`config.mk`:
```
export PLATFORM = sky130hd
export DESIGN_NAME = broadsync_rx
export DESIGN_NICKNAME = d
export VERILOG_FILES = /design/src/rtl/broadsync_pkg.sv /design/src/rtl/broadsync_crc8.sv /design/src/rtl/broadsync_rx.sv
export SDC_FILE = /design/constraint.sdc
export NUM_CORES = 1
export LEC_CHECK = 0
export ABC_CLOCK_PERIOD_IN_PS = 5500
export CORE_UTILIZATION = 56
export DETAILED_ROUTE_END_ITERATION = 10
export DONT_BUFFER_PORTS = 1
export PLACE_DENSITY = 0.8
export SYNTH_ARGS = -nofsm -noshare
export SYNTH_HDL_FRONTEND = slang
export SYNTH_HIERARCHICAL = 1
export SYNTH_SLANG_ARGS = --single-unit
```
`constraint.sdc`:
```
create_clock -name ptp_clk -period 5.5 [get_ports ptp_clk]
set_input_delay 1.1 -clock ptp_clk [delete_from_list [all_inputs] [get_ports ptp_clk]]
set_output_delay 1.1 -clock ptp_clk [all_outputs]
set_load 0.005 [all_outputs]
```
`src/rtl/broadsync_pkg.sv`:
```
// Shared types and constants for the BroadSync time-code receiver.
package broadsync_pkg;

  typedef enum logic [2:0] {
    ST_IDLE,
    ST_HUNT,
    ST_LOCK,
    ST_PAYLOAD,
    ST_CRC,
    ST_TRAIL
  } state_t;

  localparam logic [2:0] ERR_NONE    = 3'd0;
  localparam logic [2:0] ERR_START   = 3'd1;
  localparam logic [2:0] ERR_HB_DROP = 3'd2;
  localparam logic [2:0] ERR_CRC     = 3'd3;
  localparam logic [2:0] ERR_TRAIL   = 3'd4;
  localparam logic [2:0] ERR_WDOG    = 3'd5;

  localparam logic [7:0] CRC8_POLY = 8'h31;
  localparam logic [7:0] CRC8_SEED = 8'hFF;

  // One serial step of the x^8+x^5+x^4+1 CRC, MSB-feedback form.
  function automatic logic [7:0] crc8_next(input logic [7:0] q, input logic d);
    logic fb;
    fb = q[7] ^ d;
    return {q[6:0], 1'b0} ^ (fb ? CRC8_POLY : 8'h00);
  endfunction

endpackage

```
`src/rtl/broadsync_crc8.sv`:
```
// Serial CRC-8 accumulator: init reseeds, en folds in one data bit.
module broadsync_crc8
  import broadsync_pkg::*;
(
  input  logic       clk,
  input  logic       rst_n,
  input  logic       init,
  input  logic       en,
  input  logic       d,
  output logic [7:0] crc
);

  always_ff @(posedge clk) begin
    if (!rst_n) begin
      crc <= 8'h00;
    end else if (init) begin
      crc <= CRC8_SEED;
    end else if (en) begin
      crc <= crc8_next(crc, d);
    end
  end

endmodule

```
`src/rtl/broadsync_rx.sv`:
```
// BroadSync slave receiver: synchronises the three pins, deframes, checks CRC-8,
// publishes lock/time/accuracy on a good frame and classifies every rejection.
module broadsync_rx
  import broadsync_pkg::*;
#(
  parameter int TIME_W        = 80,
  parameter int ACC_W         = 8,
  parameter int SYNC_STAGES   = 3,
  parameter int START_TIMEOUT = 64,
  parameter int TRAIL_TIMEOUT = 64,
  parameter int WDOG_CYCLES   = 4096,
  parameter int CNT_W         = 16
) (
  input  logic              ptp_clk,
  input  logic              ptp_reset_n,
  input  logic              bitclock_in,
  input  logic              heartbeat_in,
  input  logic              timecode_in,
  output logic              lock_value,
  output logic [TIME_W-1:0] time_value,
  output logic [ACC_W-1:0]  clk_accuracy,
  output logic              frame_valid,
  output logic              frame_error,
  output logic [2:0]        err_code,
  output logic [CNT_W-1:0]  frames_ok,
  output logic [CNT_W-1:0]  frames_err
);

  localparam int P_W  = ACC_W + TIME_W;
  localparam int T_MX = (START_TIMEOUT > TRAIL_TIMEOUT) ? START_TIMEOUT : TRAIL_TIMEOUT;
  localparam int CMAX = (P_W > T_MX) ? P_W : T_MX;
  localparam int BC_W = $clog2(CMAX + 1);
  localparam int WD_W = $clog2(WDOG_CYCLES + 1);

  function automatic logic [CNT_W-1:0] sat_inc(input logic [CNT_W-1:0] v);
    return (&v) ? v : v + 1'b1;
  endfunction

  logic [SYNC_STAGES-1:0] r_bclk_sync, r_hb_sync, r_tc_sync;
  logic                   r_bclk_d, r_hb_d;
  logic [SYNC_STAGES:0]   r_fill;
  logic                   r_armed;
  state_t                 r_state, w_state_nx;
  logic [BC_W-1:0]        r_cnt, w_cnt_nx;
  logic [WD_W-1:0]        r_wdog, w_wdog_nx;
  logic [P_W-1:0]         r_pay;
  logic [7:0]             r_rx_crc;
  logic                   r_lock_rx;
  logic [7:0]             w_crc;
  logic w_bclk_s, w_hb_s, w_tc_s, w_edge, w_hb_rise, w_hb_fall, w_armed;
  logic w_hb_drop, w_wdog_exp, w_err, w_commit;
  logic w_crc_init, w_crc_en, w_pay_sh, w_rxcrc_sh, w_lock_ld;
  logic [2:0] w_err_code;

  // Pin synchronisers; r_fill marks when *_d reflects real pin values after reset.
  always_ff @(posedge ptp_clk) begin
    if (!ptp_reset_n) begin
      r_bclk_sync <= '0;
      r_hb_sync   <= '0;
      r_tc_sync   <= '0;
      r_bclk_d    <= 1'b0;
      r_hb_d      <= 1'b0;
      r_fill      <= '0;
      r_armed     <= 1'b0;
    end else begin
      r_bclk_sync <= {r_bclk_sync[SYNC_STAGES-2:0], bitclock_in};
      r_hb_sync   <= {r_hb_sync[SYNC_STAGES-2:0], heartbeat_in};
      r_tc_sync   <= {r_tc_sync[SYNC_STAGES-2:0], timecode_in};
      r_bclk_d    <= w_bclk_s;
      r_hb_d      <= w_hb_s;
      r_fill      <= {r_fill[SYNC_STAGES-1:0], 1'b1};
      r_armed     <= w_armed;
    end
  end

  assign w_bclk_s  = r_bclk_sync[SYNC_STAGES-1];
  assign w_hb_s    = r_hb_sync[SYNC_STAGES-1];
  assign w_tc_s    = r_tc_sync[SYNC_STAGES-1];
  assign w_edge    = w_bclk_s & ~r_bclk_d;
  assign w_hb_rise = w_hb_s & ~r_hb_d;
  assign w_hb_fall = ~w_hb_s & r_hb_d;
  // A heartbeat already high out of reset must go low before a rise counts.
  assign w_armed   = r_armed | (r_fill[SYNC_STAGES] & ~r_hb_d);

  assign w_hb_drop  = ~w_hb_s & ((r_state == ST_HUNT) || (r_state == ST_LOCK) ||
                                 (r_state == ST_PAYLOAD) || (r_state == ST_CRC));
  assign w_wdog_exp = (r_state != ST_IDLE) && !w_edge && (r_wdog == WD_W'(WDOG_CYCLES - 1));

  always_comb begin
    w_state_nx = r_state;
    w_cnt_nx   = r_cnt;
    w_err      = 1'b0;
    w_err_code = ERR_NONE;
    w_commit   = 1'b0;
    w_crc_init = 1'b0;
    w_crc_en   = 1'b0;
    w_pay_sh   = 1'b0;
    w_rxcrc_sh = 1'b0;
    w_lock_ld  = 1'b0;
    w_wdog_nx  = (r_state == ST_IDLE || w_edge) ? '0 : r_wdog + 1'b1;
    case (r_state)
      ST_IDLE: begin
        w_crc_init = 1'b1;
        w_cnt_nx   = '0;
        if (w_hb_rise && w_armed) w_state_nx = ST_HUNT;
      end
      ST_HUNT: if (w_edge) begin
        if (w_tc_s) begin
          w_state_nx = ST_LOCK;
          w_cnt_nx   = '0;
        end else if (r_cnt == BC_W'(START_TIMEOUT - 1)) begin
          w_err      = 1'b1;
          w_err_code = ERR_START;
        end else begin
          w_cnt_nx = r_cnt + 1'b1;
        end
      end
      ST_LOCK: if (w_edge) begin
        w_lock_ld  = 1'b1;
        w_state_nx = ST_PAYLOAD;
        w_cnt_nx   = '0;
      end
      ST_PAYLOAD: if (w_edge) begin
        w_pay_sh = 1'b1;
        w_crc_en = 1'b1;
        if (r_cnt == BC_W'(P_W - 1)) begin
          w_state_nx = ST_CRC;
          w_cnt_nx   = '0;
        end else begin
          w_cnt_nx = r_cnt + 1'b1;
        end
      end
      ST_CRC: if (w_edge) begin
        w_rxcrc_sh = 1'b1;
        if (r_cnt == BC_W'(7)) begin
          w_state_nx = ST_TRAIL;
          w_cnt_nx   = '0;
        end else begin
          w_cnt_nx = r_cnt + 1'b1;
        end
      end
      ST_TRAIL: begin
        if (w_hb_fall) begin
          w_state_nx = ST_IDLE;
          if (r_rx_crc == w_crc) begin
            w_commit = 1'b1;
          end else begin
            w_err      = 1'b1;
            w_err_code = ERR_CRC;
          end
        end else if (w_edge) begin
          if (r_cnt == BC_W'(TRAIL_TIMEOUT - 1)) begin
            w_err      = 1'b1;
            w_err_code = ERR_TRAIL;
          end else begin
            w_cnt_nx = r_cnt + 1'b1;
          end
        end
      end
      default: w_state_nx = ST_IDLE;
    endcase
    if (w_hb_drop) begin
      w_err      = 1'b1;
      w_err_code = ERR_HB_DROP;
    end else if (w_wdog_exp && !w_err && !w_commit) begin
      w_err      = 1'b1;
      w_err_code = ERR_WDOG;
    end
    if (w_err) w_state_nx = ST_IDLE;
  end

  broadsync_crc8 u_crc (
    .clk   (ptp_clk),
    .rst_n (ptp_reset_n),
    .init  (w_crc_init),
    .en    (w_crc_en),
    .d     (w_tc_s),
    .crc   (w_crc)
  );

  // Frame data shifters: payload and received CRC both arrive LSB first.
  always_ff @(posedge ptp_clk) begin
    if (w_pay_sh)   r_pay     <= {w_tc_s, r_pay[P_W-1:1]};
    if (w_rxcrc_sh) r_rx_crc  <= {w_tc_s, r_rx_crc[7:1]};
    if (w_lock_ld)  r_lock_rx <= w_tc_s;
  end

  always_ff @(posedge ptp_clk) begin
    if (!ptp_reset_n) begin
      r_state      <= ST_IDLE;
      r_cnt        <= '0;
      r_wdog       <= '0;
      lock_value   <= 1'b0;
      time_value   <= '0;
      clk_accuracy <= '0;
      frame_valid  <= 1'b0;
      frame_error  <= 1'b0;
      err_code     <= ERR_NONE;
      frames_ok    <= '0;
      frames_err   <= '0;
    end else begin
      r_state     <= w_state_nx;
      r_cnt       <= w_cnt_nx;
      r_wdog      <= w_wdog_nx;
      frame_valid <= w_commit;
      frame_error <= w_err;
      if (w_err) begin
        err_code   <= w_err_code;
        frames_err <= sat_inc(frames_err);
      end
      if (w_commit) begin
        lock_value   <= r_lock_rx;
        time_value   <= r_pay[P_W-1:ACC_W];
        clk_accuracy <= r_pay[ACC_W-1:0];
        frames_ok    <= sat_inc(frames_ok);
      end
    end
  end

endmodule

```
==> run summary <==
=====================================================================================
Largest cells by area after synthesis                                    dfxtp_1 34%, edfxtp_1 29%, nand2_1 8.3%
Delay of the slowest critical-path stage                                      0.68 ns
Post-route ant nets                                                                 0
Unique masters post-synth                                                          66
Proportion of synthesized chip area in sequential cells                        63.49%
Area share of the largest cell type after synthesis                            34.49%
CP arrival                                                                    3.36 ns
Share of async-settable or async-resettable flops after synthesis                  0%
Core Rows                                                                          48
Most common cell in the netlist                                               nand2_1
DR pass1 iterations                                                                 4
Number of synthesized register bits                                               270
Worst reg2reg path startpoint                                            r_state[2]$_SDFFE_PP0P_
Width of the die                                                             135.9 um
Most Crowded Layer GR                                                            met2
Final hold vios                                                                     0
Net count reported at finish                                                      945
Synthesized-area fraction occupied by xor and xnor cells                       2.604%
Net count after synthesis                                                         959
Critical path endpoint                                                   frames_err[14]$_SDFFE_PN0P_
Synth Area in Adders                                                          0.4984%
Setup Skew                                                                 0.02314 ns
Max Transition Viols Final                                                          0
Number of buffers on the longest clock path                                         3
Power density of the placed cells                                        387.7 mW/mm^2
Number of placed instances, taps included                                        1132
RD Place Congestion                                                            0.8287
Initial standard-cell utilization of the core                                  57.66%
Via count of the first global-routing pass                                       6179
Family with the most delay on the worst path                             simple AND/OR/NAND/NOR gates
Final setup violation count                                                         0
CTS tree                                                                        built
Primary FF master, synth                                                      dfxtp_1
Compound-cell area share of the yosys netlist                                  10.02%
Global Route met3 Usage                                                        5.108%
Min Hold Slack                                                              0.4252 ns
Final worst path period share                                                  52.93%
Synthesized area                                                         0.01004 sq mm
Setup repair after global routing missed its margin                                no
Clock-pin slew of the registers on the worst-case setup and hold paths        0.07 ns
Max_slew headroom                                                              18.35%
R2r setup slk                                                                 2.59 ns
Slew at the pin with the worst max-slew slack                                1.222 ns
Core area                                                                0.01742 sq mm
Worst voltage drop across the vdd grid                                      0.3251 mV
Worst-path cell chain                                                    nor3_2 -> or3_1 -> a311oi_2 -> nor3_2 -> buf_4 -> or4_1 -> a21oi_1
Wire length of the first global-routing pass                                 30.36 mm
Clock insertion delay at the later pin of the skew report                     0.54 ns
Avg Inst Size Synth                                                       10.57 sq um
Placed wire-length estimate                                                  11.58 mm
Cell repeated most along the worst path                                        nor3_2
Critical path depth in cells                                                        7
Category of the most critical setup path                                      reg2reg
DRC violation count after routing                                                   0
Required time at the worst-slack endpoint                                     5.95 ns
Result of the run                                                           completed
Post-route cell area                                                     0.01108 sq mm
Most common library cells after synthesis                                221 x nand2_1, 173 x dfxtp_1, 118 x a21oi_1, 97 x edfxtp_1, 46 x nor2_1
Final critical-path required period                                          2.911 ns
Area overhead of the layout relative to synthesis                              10.30%
All-layer global routing usage                                                 20.13%
Post-route core utilization                                                    63.60%
Max cap viols                                                                       0
Initial drt markers                                                               437
Ratio of cells with drive above 1 in the final layout                          8.359%
Count of hold buffers inserted by post-cts repair                                   0
Largest fanout on the critical path                                                28
Count of buffers added by post-CTS timing repair for setup                          0
Cell area after placement                                                0.01019 sq mm
Total number of H-tree levels                                                       1
Buffers on Ports                                                                    0
Mux share of post-synthesis cell area                                          1.533%
ANT cells                                                                           0
Post-synthesis share of cell area spent on and, or, nand and nor gates         19.49%
Gate Count Post-Synth                                                             950
Static Leak                                                               0.003385 uW
Detailed-route wire length                                                   18.82 mm
Fill cell count                                                                  1348
Endpoint of the worst register-to-register path                          frames_err[14]$_SDFFE_PN0P_
GR Util met2                                                                   33.33%
Per-cell via count in the routed design                                         5.620
Critical-path cell with the highest stage delay                               dfxtp_1
Met1 track demand over resource                                                26.35%
Area enclosed by the die boundary                                        0.01847 sq mm
Quantity of gates resized following cts                                             0
Start point of the critical path                                         r_state[2]$_SDFFE_PP0P_
Die Y                                                                        135.9 um
Non-filler instance count after layout                                           1182
Clock sink count                                                                  270
Fin Setup TNS                                                                    0 ns
Bufs and invs on worst path                                                         1
Library cell with the largest summed area after synthesis                     dfxtp_1
Total congestion overflow                                                           0
Pin count of the biggest net entering global routing                              101
Endpoint type of the worst setup path                                       flip-flop
Achievable clock frequency                                                  343.5 MHz
Top-Level Pins                                                                    131
Hold WC Path Type                                                             reg2reg
CP Launch Type                                                              flip-flop
Synth warnings                                                                      6
Number of enable-type register cells in the synthesized netlist                    97
Via count                                                                        6643
Largest family of logic cells by synthesized area                        simple AND/OR/NAND/NOR gates
CTS root buffer                                                             clkbuf_16
Number of CTS-inserted buffers                                                     27
Number of antenna violations at the first check in global routing                   0
Avg WL per Cell                                                              15.92 um
Register-to-Register Path Depth                                                     7
=====================================================================================
## worst min path at each step
stage | start | end | slack [ns] | cells after the start
2_1_floorplan | r_bclk_sync[0]$_SDFF_PN0_ | r_bclk_sync[1]$_SDFF_PN0_ | 0.41 | 1
3_3_place_gp | r_tc_sync[0]$_SDFF_PN0_ | r_tc_sync[1]$_SDFF_PN0_ | 0.41 | 1
3_5_place_dp | r_fill[2]$_SDFF_PN0_ | r_fill[3]$_SDFF_PN0_ | 0.42 | 1
4_1_cts | r_hb_sync[1]$_SDFF_PN0_ | r_hb_sync[2]$_SDFF_PN0_ | 0.43 | 1
5_1_grt | r_pay[45]$_DFFE_PP_ | r_pay[44]$_DFFE_PP_ | 0.44 | 0
6_report | r_pay[45]$_DFFE_PP_ | r_pay[44]$_DFFE_PP_ | 0.43 | 0
## through the flow
step | setup WS (ns) | power (uW)
final | 2.589 | 4294
after global placement | 2.737 | 2515
after detailed placement | 2.677 | 2522
after CTS | 2.652 | 4330
after floorplan | 1.423 | 2465
after global routing | 2.393 | 4454
## metal layers
layer | wire length (um) | vias to the layer above
met4 | 350 | 0
met5 | 0 | -
met3 | 1234 | 32
li1 | - | 3283
met2 | 8954 | 169
met1 | 8281 | 3159
## kinds of logic (layout without fill, tap and decap cells)
group | count (synthesis) | after routing
fa+ha+maj | 4 | 4
mux | 14 | 14
flops | 270 | 270
compound gates | 172 | 172
buf+inv | 57 | 64
xor+xnor | 29 | 29
simple gates | 404 | 404
## worst register-to-register path: stages (launching register included)
cell      delay (ns)
dfxtp_1         0.68
nor3_2          0.29
or3_1           0.43
a311oi_2        0.40
nor3_2          0.08
buf_4           0.23
or4_1           0.54
a21oi_1         0.17
## cell usage in the layout (no fill, tap or decap), drive strengths merged, types with 3 or more instances in the layout
cell type	n
mux2	5
or3	10
xor2	16
nor2	47
or4	9
dfxtp	173
nand4	6
o21ai	14
nor4b	3
or3b	3
nand2b	12
nand3b	4
and2	18
ha	4
inv	8
edfxtp	97
nand2	221
or2	3
a21oi	118
a311oi	3
and4	5
and3	5
nor4bb	3
o31ai	8
nor4	11
xnor2	13
nor2b	4
clkinv	8
buf	8
nand3	20
o21a	9
clkbuf	37
mux2i	9
nor3	17
## where the power goes
group / leakage (uW) / total [uW] / switching (uW) / internal [uW]
registers: 0.00213 / 2140 / 50.1 / 2090
clock network: 0.000439 / 1810 / 750 / 1060
logic: 0.000812 / 343 / 218 / 125
total: 0.00338 / 4290 / 1020 / 3280
## registers in the layout, indices dropped and copies added (netlist names), 4 cells and up
name / flops
frames_ok: 16
u_crc/crc: 8
r_wdog: 13
frames_err: 16
r_fill: 4
time_value: 80
r_rx_crc: 8
r_cnt: 7
r_pay: 88
clk_accuracy: 8
## final cells by class
type,instances,area [sq um],area share (%)
Sequential cell,270,6376,57.56
Clock buffer,37,753.2,6.800
Timing Repair Buffer,8,60.06,0.5422
Inverter,6,23.77,0.2146
Clock inverter,13,137.6,1.243
Multi-Input combinational cell,623,3445,31.10
Tap cell,225,281.5,2.542
Power figures use the tool's default switching activity.
